`src/rtl/controle_medida_hcsr04_if.sv`:
```
// ===========================================================================
// controle_medida_hcsr04_if : sensor/datapath signal bundle for the HC-SR04 control unit
// Rev 1.0
// ===========================================================================
`default_nettype none

interface controle_medida_hcsr04_if;
  logic       medir;
  logic       echo;
  logic       fim_bcd;
  logic       trigger;
  logic       zera_tick;
  logic       zera_bcd;
  logic       conta_tick;
  logic       registra;
  logic       pronto;
  logic       timeout;
  logic [3:0] db_estado;

  modport master (
    output medir, echo, fim_bcd,
    input  trigger, zera_tick, zera_bcd, conta_tick, registra, pronto, timeout, db_estado
  );

  modport slave (
    input  medir, echo, fim_bcd,
    output trigger, zera_tick, zera_bcd, conta_tick, registra, pronto, timeout, db_estado
  );
endinterface

`default_nettype wire

```
`src/rtl/controle_medida_hcsr04.sv`:
```
// ===========================================================================
// controle_medida_hcsr04 : Moore FSM sequencing trigger, echo timing and result strobes
// Rev 1.0
// ===========================================================================
`default_nettype none

module controle_medida_hcsr04 #(
  parameter int TRIG_CICLOS    = 500,
  parameter int TIMEOUT_CICLOS = 1_500_000,
  parameter int NT             = 21
) (
  input  wire logic                clock,
  input  wire logic                reset_n,
  controle_medida_hcsr04_if.slave  bus
);

  typedef enum logic [2:0] {
    INICIAL       = 3'd0,
    PREPARACAO    = 3'd1,
    ENVIA_TRIGGER = 3'd2,
    ESPERA_ECHO   = 3'd3,
    MEDIDA        = 3'd4,
    ARMAZENA      = 3'd5,
    FINAL         = 3'd6,
    ERRO          = 3'd7
  } estado_t;

  localparam logic [NT-1:0] TRIG_FIM    = NT'(TRIG_CICLOS - 1);
  localparam logic [NT-1:0] TIMEOUT_FIM = NT'(TIMEOUT_CICLOS - 1);

  estado_t       estado_q, estado_d;
  logic [NT-1:0] timer_q, timer_d;
  logic          echo_meta_q, echo_s_q, echo_d_q;
  logic          borda_sobe, borda_desce, trig_fim, tempo_esgotado;

  assign borda_sobe     = echo_s_q & ~echo_d_q;
  assign borda_desce    = ~echo_s_q & echo_d_q;
  assign trig_fim       = (timer_q == TRIG_FIM);
  // >= keeps medida bounded even if it was entered with the timer already at its limit
  assign tempo_esgotado = (timer_q >= TIMEOUT_FIM);

  always_ff @(posedge clock or negedge reset_n) begin
    if (!reset_n) begin
      estado_q    <= INICIAL;
      timer_q     <= '0;
      echo_meta_q <= 1'b0;
      echo_s_q    <= 1'b0;
      echo_d_q    <= 1'b0;
    end else begin
      estado_q    <= estado_d;
      timer_q     <= timer_d;
      echo_meta_q <= bus.echo;
      echo_s_q    <= echo_meta_q;
      echo_d_q    <= echo_s_q;
    end
  end

  always_comb begin
    estado_d = estado_q;
    case (estado_q)
      INICIAL:       if (bus.medir) estado_d = PREPARACAO;
      PREPARACAO:    estado_d = ENVIA_TRIGGER;
      ENVIA_TRIGGER: if (trig_fim) estado_d = ESPERA_ECHO;
      ESPERA_ECHO: begin
        if (borda_sobe)          estado_d = MEDIDA;
        else if (tempo_esgotado) estado_d = ERRO;
      end
      MEDIDA: begin
        if (bus.fim_bcd || tempo_esgotado) estado_d = ERRO;
        else if (borda_desce)              estado_d = ARMAZENA;
      end
      ARMAZENA:      estado_d = FINAL;
      FINAL:         estado_d = INICIAL;
      ERRO:          estado_d = INICIAL;
      default:       estado_d = INICIAL;
    endcase
  end

  // The timer carries over from espera_echo into medida so the timeout covers wait plus echo.
  always_comb begin
    timer_d = timer_q + 1'b1;
    if ((estado_d != estado_q) && !((estado_q == ESPERA_ECHO) && (estado_d == MEDIDA)))
      timer_d = '0;
  end

  assign bus.zera_tick  = (estado_q == PREPARACAO);
  assign bus.zera_bcd   = (estado_q == PREPARACAO);
  assign bus.trigger    = (estado_q == ENVIA_TRIGGER);
  assign bus.conta_tick = (estado_q == MEDIDA);
  assign bus.registra   = (estado_q == ARMAZENA);
  assign bus.pronto     = (estado_q == FINAL);
  assign bus.timeout    = (estado_q == ERRO);
  assign bus.db_estado  = {1'b0, estado_q};

endmodule

`default_nettype wire
```
`src/flat_wrapper.sv`:
```
// flat-port wrapper written by rule: the top's interface ports become plain ports
module controle_medida_hcsr04_flat 
#(
  parameter int TRIG_CICLOS    = 500,
  parameter int TIMEOUT_CICLOS = 1_500_000,
  parameter int NT             = 21
)
  (clock, reset_n, bus_medir, bus_echo, bus_fim_bcd, bus_trigger, bus_zera_tick, bus_zera_bcd, bus_conta_tick, bus_registra, bus_pronto, bus_timeout, bus_db_estado);
  controle_medida_hcsr04_if bus_i ();
  input  wire logic clock;
  input  wire logic reset_n;
  input wire logic [$bits(bus_i.medir)-1:0] bus_medir;
  input wire logic [$bits(bus_i.echo)-1:0] bus_echo;
  input wire logic [$bits(bus_i.fim_bcd)-1:0] bus_fim_bcd;
  output wire logic [$bits(bus_i.trigger)-1:0] bus_trigger;
  output wire logic [$bits(bus_i.zera_tick)-1:0] bus_zera_tick;
  output wire logic [$bits(bus_i.zera_bcd)-1:0] bus_zera_bcd;
  output wire logic [$bits(bus_i.conta_tick)-1:0] bus_conta_tick;
  output wire logic [$bits(bus_i.registra)-1:0] bus_registra;
  output wire logic [$bits(bus_i.pronto)-1:0] bus_pronto;
  output wire logic [$bits(bus_i.timeout)-1:0] bus_timeout;
  output wire logic [$bits(bus_i.db_estado)-1:0] bus_db_estado;
  assign bus_i.medir = bus_medir;
  assign bus_i.echo = bus_echo;
  assign bus_i.fim_bcd = bus_fim_bcd;
  assign bus_trigger = bus_i.trigger;
  assign bus_zera_tick = bus_i.zera_tick;
  assign bus_zera_bcd = bus_i.zera_bcd;
  assign bus_conta_tick = bus_i.conta_tick;
  assign bus_registra = bus_i.registra;
  assign bus_pronto = bus_i.pronto;
  assign bus_timeout = bus_i.timeout;
  assign bus_db_estado = bus_i.db_estado;
  controle_medida_hcsr04 #(.TRIG_CICLOS(TRIG_CICLOS), .TIMEOUT_CICLOS(TIMEOUT_CICLOS), .NT(NT)) u_core (.clock(clock), .reset_n(reset_n), .bus(bus_i));
endmodule
```
`config.mk`:
```
export PLATFORM = sky130hd
export DESIGN_NAME = controle_medida_hcsr04_flat
export DESIGN_NICKNAME = d
export VERILOG_FILES = /design/src/rtl/controle_medida_hcsr04_if.sv /design/src/rtl/controle_medida_hcsr04.sv /design/src/flat_wrapper.sv
export SDC_FILE = /design/constraint.sdc
export NUM_CORES = 1
export LEC_CHECK = 0
export ABC_CLOCK_PERIOD_IN_PS = 3400
export CAP_MARGIN = 5
export CORE_MARGIN = 2
export CORE_UTILIZATION = 45
export CTS_CLUSTER_DIAMETER = 200
export DETAILED_ROUTE_END_ITERATION = 16
export GPL_TIMING_DRIVEN = 0
export PLACE_DENSITY = 0.66
export SYNTH_ARGS = -nofsm -noshare
export SYNTH_HDL_FRONTEND = slang
export SYNTH_SLANG_ARGS = --single-unit
```
`constraint.sdc`:
```
create_clock -name clock -period 3.4 [get_ports clock]
set_input_delay 0.68 -clock clock [delete_from_list [all_inputs] [get_ports clock]]
set_output_delay 0.68 -clock clock [all_outputs]
set_load 0.01 [all_outputs]
```
==> qor.txt <==
Outcome: finished clean
Distinct cell type count after synthesis: 41
Initial antenna violation count: 0
Final Hold Viols: 0
Detailed Routing Iterations Pass 1: 4
Setup CP Type: register to primary output
First-pass GRT wire length: 5180 um
Setup slack after layout: 0.706 ns
Skew-Pair Late Insertion Delay: 0.32 ns
Ys async rst share: 100%
DRC violations left: 0
Critical path endpoint category: primary output
Post-synthesis cell count: 164
Share of cells above drive strength 1: 8.24%
Via count: 1,217
Max Cap Violations: 0
Top cell type by total area after synthesis: dfrtp_1
Syn Nets: 170
Max layer used: met4
FF+latch count, synth: 27
Syn_area_per_cell: 9.22 um^2
Hold Buf Count CTS: 0
Launch point of the worst hold path: u_core.echo_meta_q$_DFF_PN0_
Total CTS buffers: 3
WP data arrival: 2.01 ns
Initial Util: 46.0%
Worst hold path type: register to register
Nets: 189
DP HPWL: 2300 um
Synth Flop Type: dfrtp_1
WL per Instance: 13.2 um
I/O Pins: 16
Antenna viol nets, final: 0
Power per cell area: 276 mW/mm^2
H-tree depth: 1
Setup Skew: 0.00287 ns
Max_slew headroom: 20.3%
Setup bufs post-CTS: 0
Clock transition at path regs: 0.14 ns
Post-place setup slack: 1.09 ns
Met2 WL: 1450 um
Die Ht: 62.0 um
Die ar.: 0.00384 mm^2
Reg-to-reg startpoint: u_core.timer_q[0]$_DFF_PN0_
Flop-to-flop setup slack: 1.03 ns
Worst VDD drop: 0.144 mV
IO Port Bufs: 14
Static Leak: 0.000742 uW
Post-synth EDFFs: 0
Hold endpoint: u_core.echo_s_q$_DFF_PN0_
Tcrit/Tclk final: 79.2%
Data required, critical path: 2.72 ns
Post-route setup TNS: 0 ns
CTS tree: built
Synth top cells by count: nor2_1, dfrtp_1, xor2_1, nand3_1, xnor2_1
Antenna Cells: 0
Achievable frequency: 371 MHz
CTS Sinks: 27
Top post-synthesis cells by area: dfrtp_1, nor2_1, xor2_1
Non-Filler Instances: 228
First DRT Iteration DRCs: 86
RSZ-0062 raised after global routing: no
Hold_ws: 0.372 ns
Row count: 21
Final critical-path required period: 2.69 ns
Critical path launch point type: register
Layout area overhead: 14.9%
Seq/Total Area, Yosys: 44.7%
Vias/cell: 5.34
Met1 WL: 1360 um
Post-CTS Resized: 0
CP Max Fanout: 10
Fillers: 312
Total global-route track usage: 18.2%
# setup viols final: 0
GP Congestion: 0.876
Metal3 WL: 138 um
Fin util: 52.9%
Hold path cells: 0
Vias in the first global route: 1,160
Post-synth top area share: 44.7%
Pin count of the biggest net entering global routing: 28
R2R depth: 8
Most common cell in the netlist: nor2_1
Ys Warns: 0
GR Overflow Total: 0
Worst Tran Pin Value: 1.19 ns
FF-to-FF End: u_core.timer_q[9]$_DFF_PN0_
CTS Buffer Depth: 2
Core area: 0.00328 mm^2
Clk root buf: clkbuf_4
Die X: 62.0 um
Fin. max-slew vios: 0
Placed Cells: 224
Synthesized cell area: 0.00151 mm^2
Total Routed Length: 3020 um
-- layer usage --
| metal | vias up | GRT usage [%] |
|---|---|---|
| met4 | 0 | 8.21 |
| met1 | 576 | 23.2 |
| met2 | 37 | 31.1 |
| met3 | 8 | 1.86 |
| met5 | - | 0 |
| li1 | 596 | - |
-- worst max-delay path by stage --
stage                     slack [ns]                          from  cells past startpoint                            to
after floorplan                 1.41   u_core.timer_q[0]$_DFF_PN0_                      8   u_core.timer_q[8]$_DFF_PN0_
after detailed placement        1.09  u_core.estado_q[1]$_DFF_PN0_                      4                   bus_trigger
after global routing            0.57  u_core.estado_q[1]$_DFF_PN0_                      4                   bus_trigger
after CTS                       0.70  u_core.estado_q[1]$_DFF_PN0_                      4                   bus_trigger
after global placement          1.12   u_core.timer_q[0]$_DFF_PN0_                      8  u_core.timer_q[18]$_DFF_PN0_
final                           0.71  u_core.estado_q[1]$_DFF_PN0_                      4                   bus_trigger
-- per-stage QoR --
| stage | cell area, um^2 | power, uW |
|---|---|---|
| after floorplan | 1510 | 335 |
| after global placement | 1710 | 347 |
| after detailed placement | 1710 | 347 |
| after CTS | 1740 | 485 |
| after global routing | 1740 | 502 |
| final | 1740 | 480 |
-- power breakdown --
| part | leakage [uW] | switching, uW | internal, uW | total (uW) |
|---|---|---|---|---|
| clock | 0.0000177 | 95.2 | 44.1 | 139 |
| sequential | 0.000355 | 1.15 | 323 | 324 |
| combinational | 0.000369 | 9.91 | 6.72 | 16.6 |
| total | 0.000742 | 106 | 374 | 480 |
-- kinds of logic (layout without fill, tap and decap cells) --
family | count (synthesis) | after routing | synth area share [%]
and+or+nand+nor | 83 | 83 | 28.7
DFF | 27 | 27 | 44.7
AOI/OAI and AO/OA | 19 | 19 | 8.86
xor gates and xnor gates | 19 | 19 | 11.0
buffers and inverters | 13 | 31 | 4.97
adders and majority gates | 1 | 1 | 0.828
other | 1 | 1 | 0.248
muxes | 1 | 1 | 0.662
-- layout by cell type (no fill, tap or decap), types with 2 or more instances in the layout --
cell type | netlist | final
nand3_1 | 9 | 9
nand2_1 | 8 | 8
nand4_1 | 4 | 4
buf_4 | 3 | 3
nor2b_1 | 2 | 2
o21ai_0 | 3 | 3
nor3_1 | 4 | 4
nor2_1 | 31 | 31
clkbuf_1 | 4 | 4
nor4_1 | 2 | 2
and3_1 | 7 | 7
buf_6 | 2 | 2
or3_1 | 2 | 2
a21oi_1 | 6 | 6
dfrtp_1 | 27 | 27
inv_1 | 4 | 4
clkbuf_4 | 0 | 3
xnor2_1 | 9 | 9
clkdlybuf4s50_1 | 0 | 14
xor2_1 | 10 | 10
and2_1 | 5 | 5
-- final cells by class --
| cell class | count | area, um^2 | area share (%) |
|---|---|---|---|
| buffer | 9 | 60.1 | 3.46 |
| tap | 46 | 57.6 | 3.31 |
| clock buffer | 3 | 22.5 | 1.30 |
| inverter | 4 | 15.0 | 0.865 |
| multi-input combinational | 124 | 761 | 43.8 |
| sequential | 27 | 676 | 38.9 |
| clock inverter | 1 | 5.00 | 0.288 |
| timing repair buffer | 14 | 140 | 8.07 |
-- worst max-delay path: stages, from the launching register on --
cell and delay, ns:
dfrtp_1 0.43, clkbuf_1 0.30, nor2b_1 0.28, and2_1 0.16
clkdlybuf4s50_1 0.52
-- registers in the layout (all words and copies together) (netlist names) --
name                cells
u_core.timer_q         21
u_core.estado_q         3
u_core.echo_d_q         1
u_core.echo_meta_q      1
u_core.echo_s_q         1
Note: power is estimated with default switching activity, not from simulation.
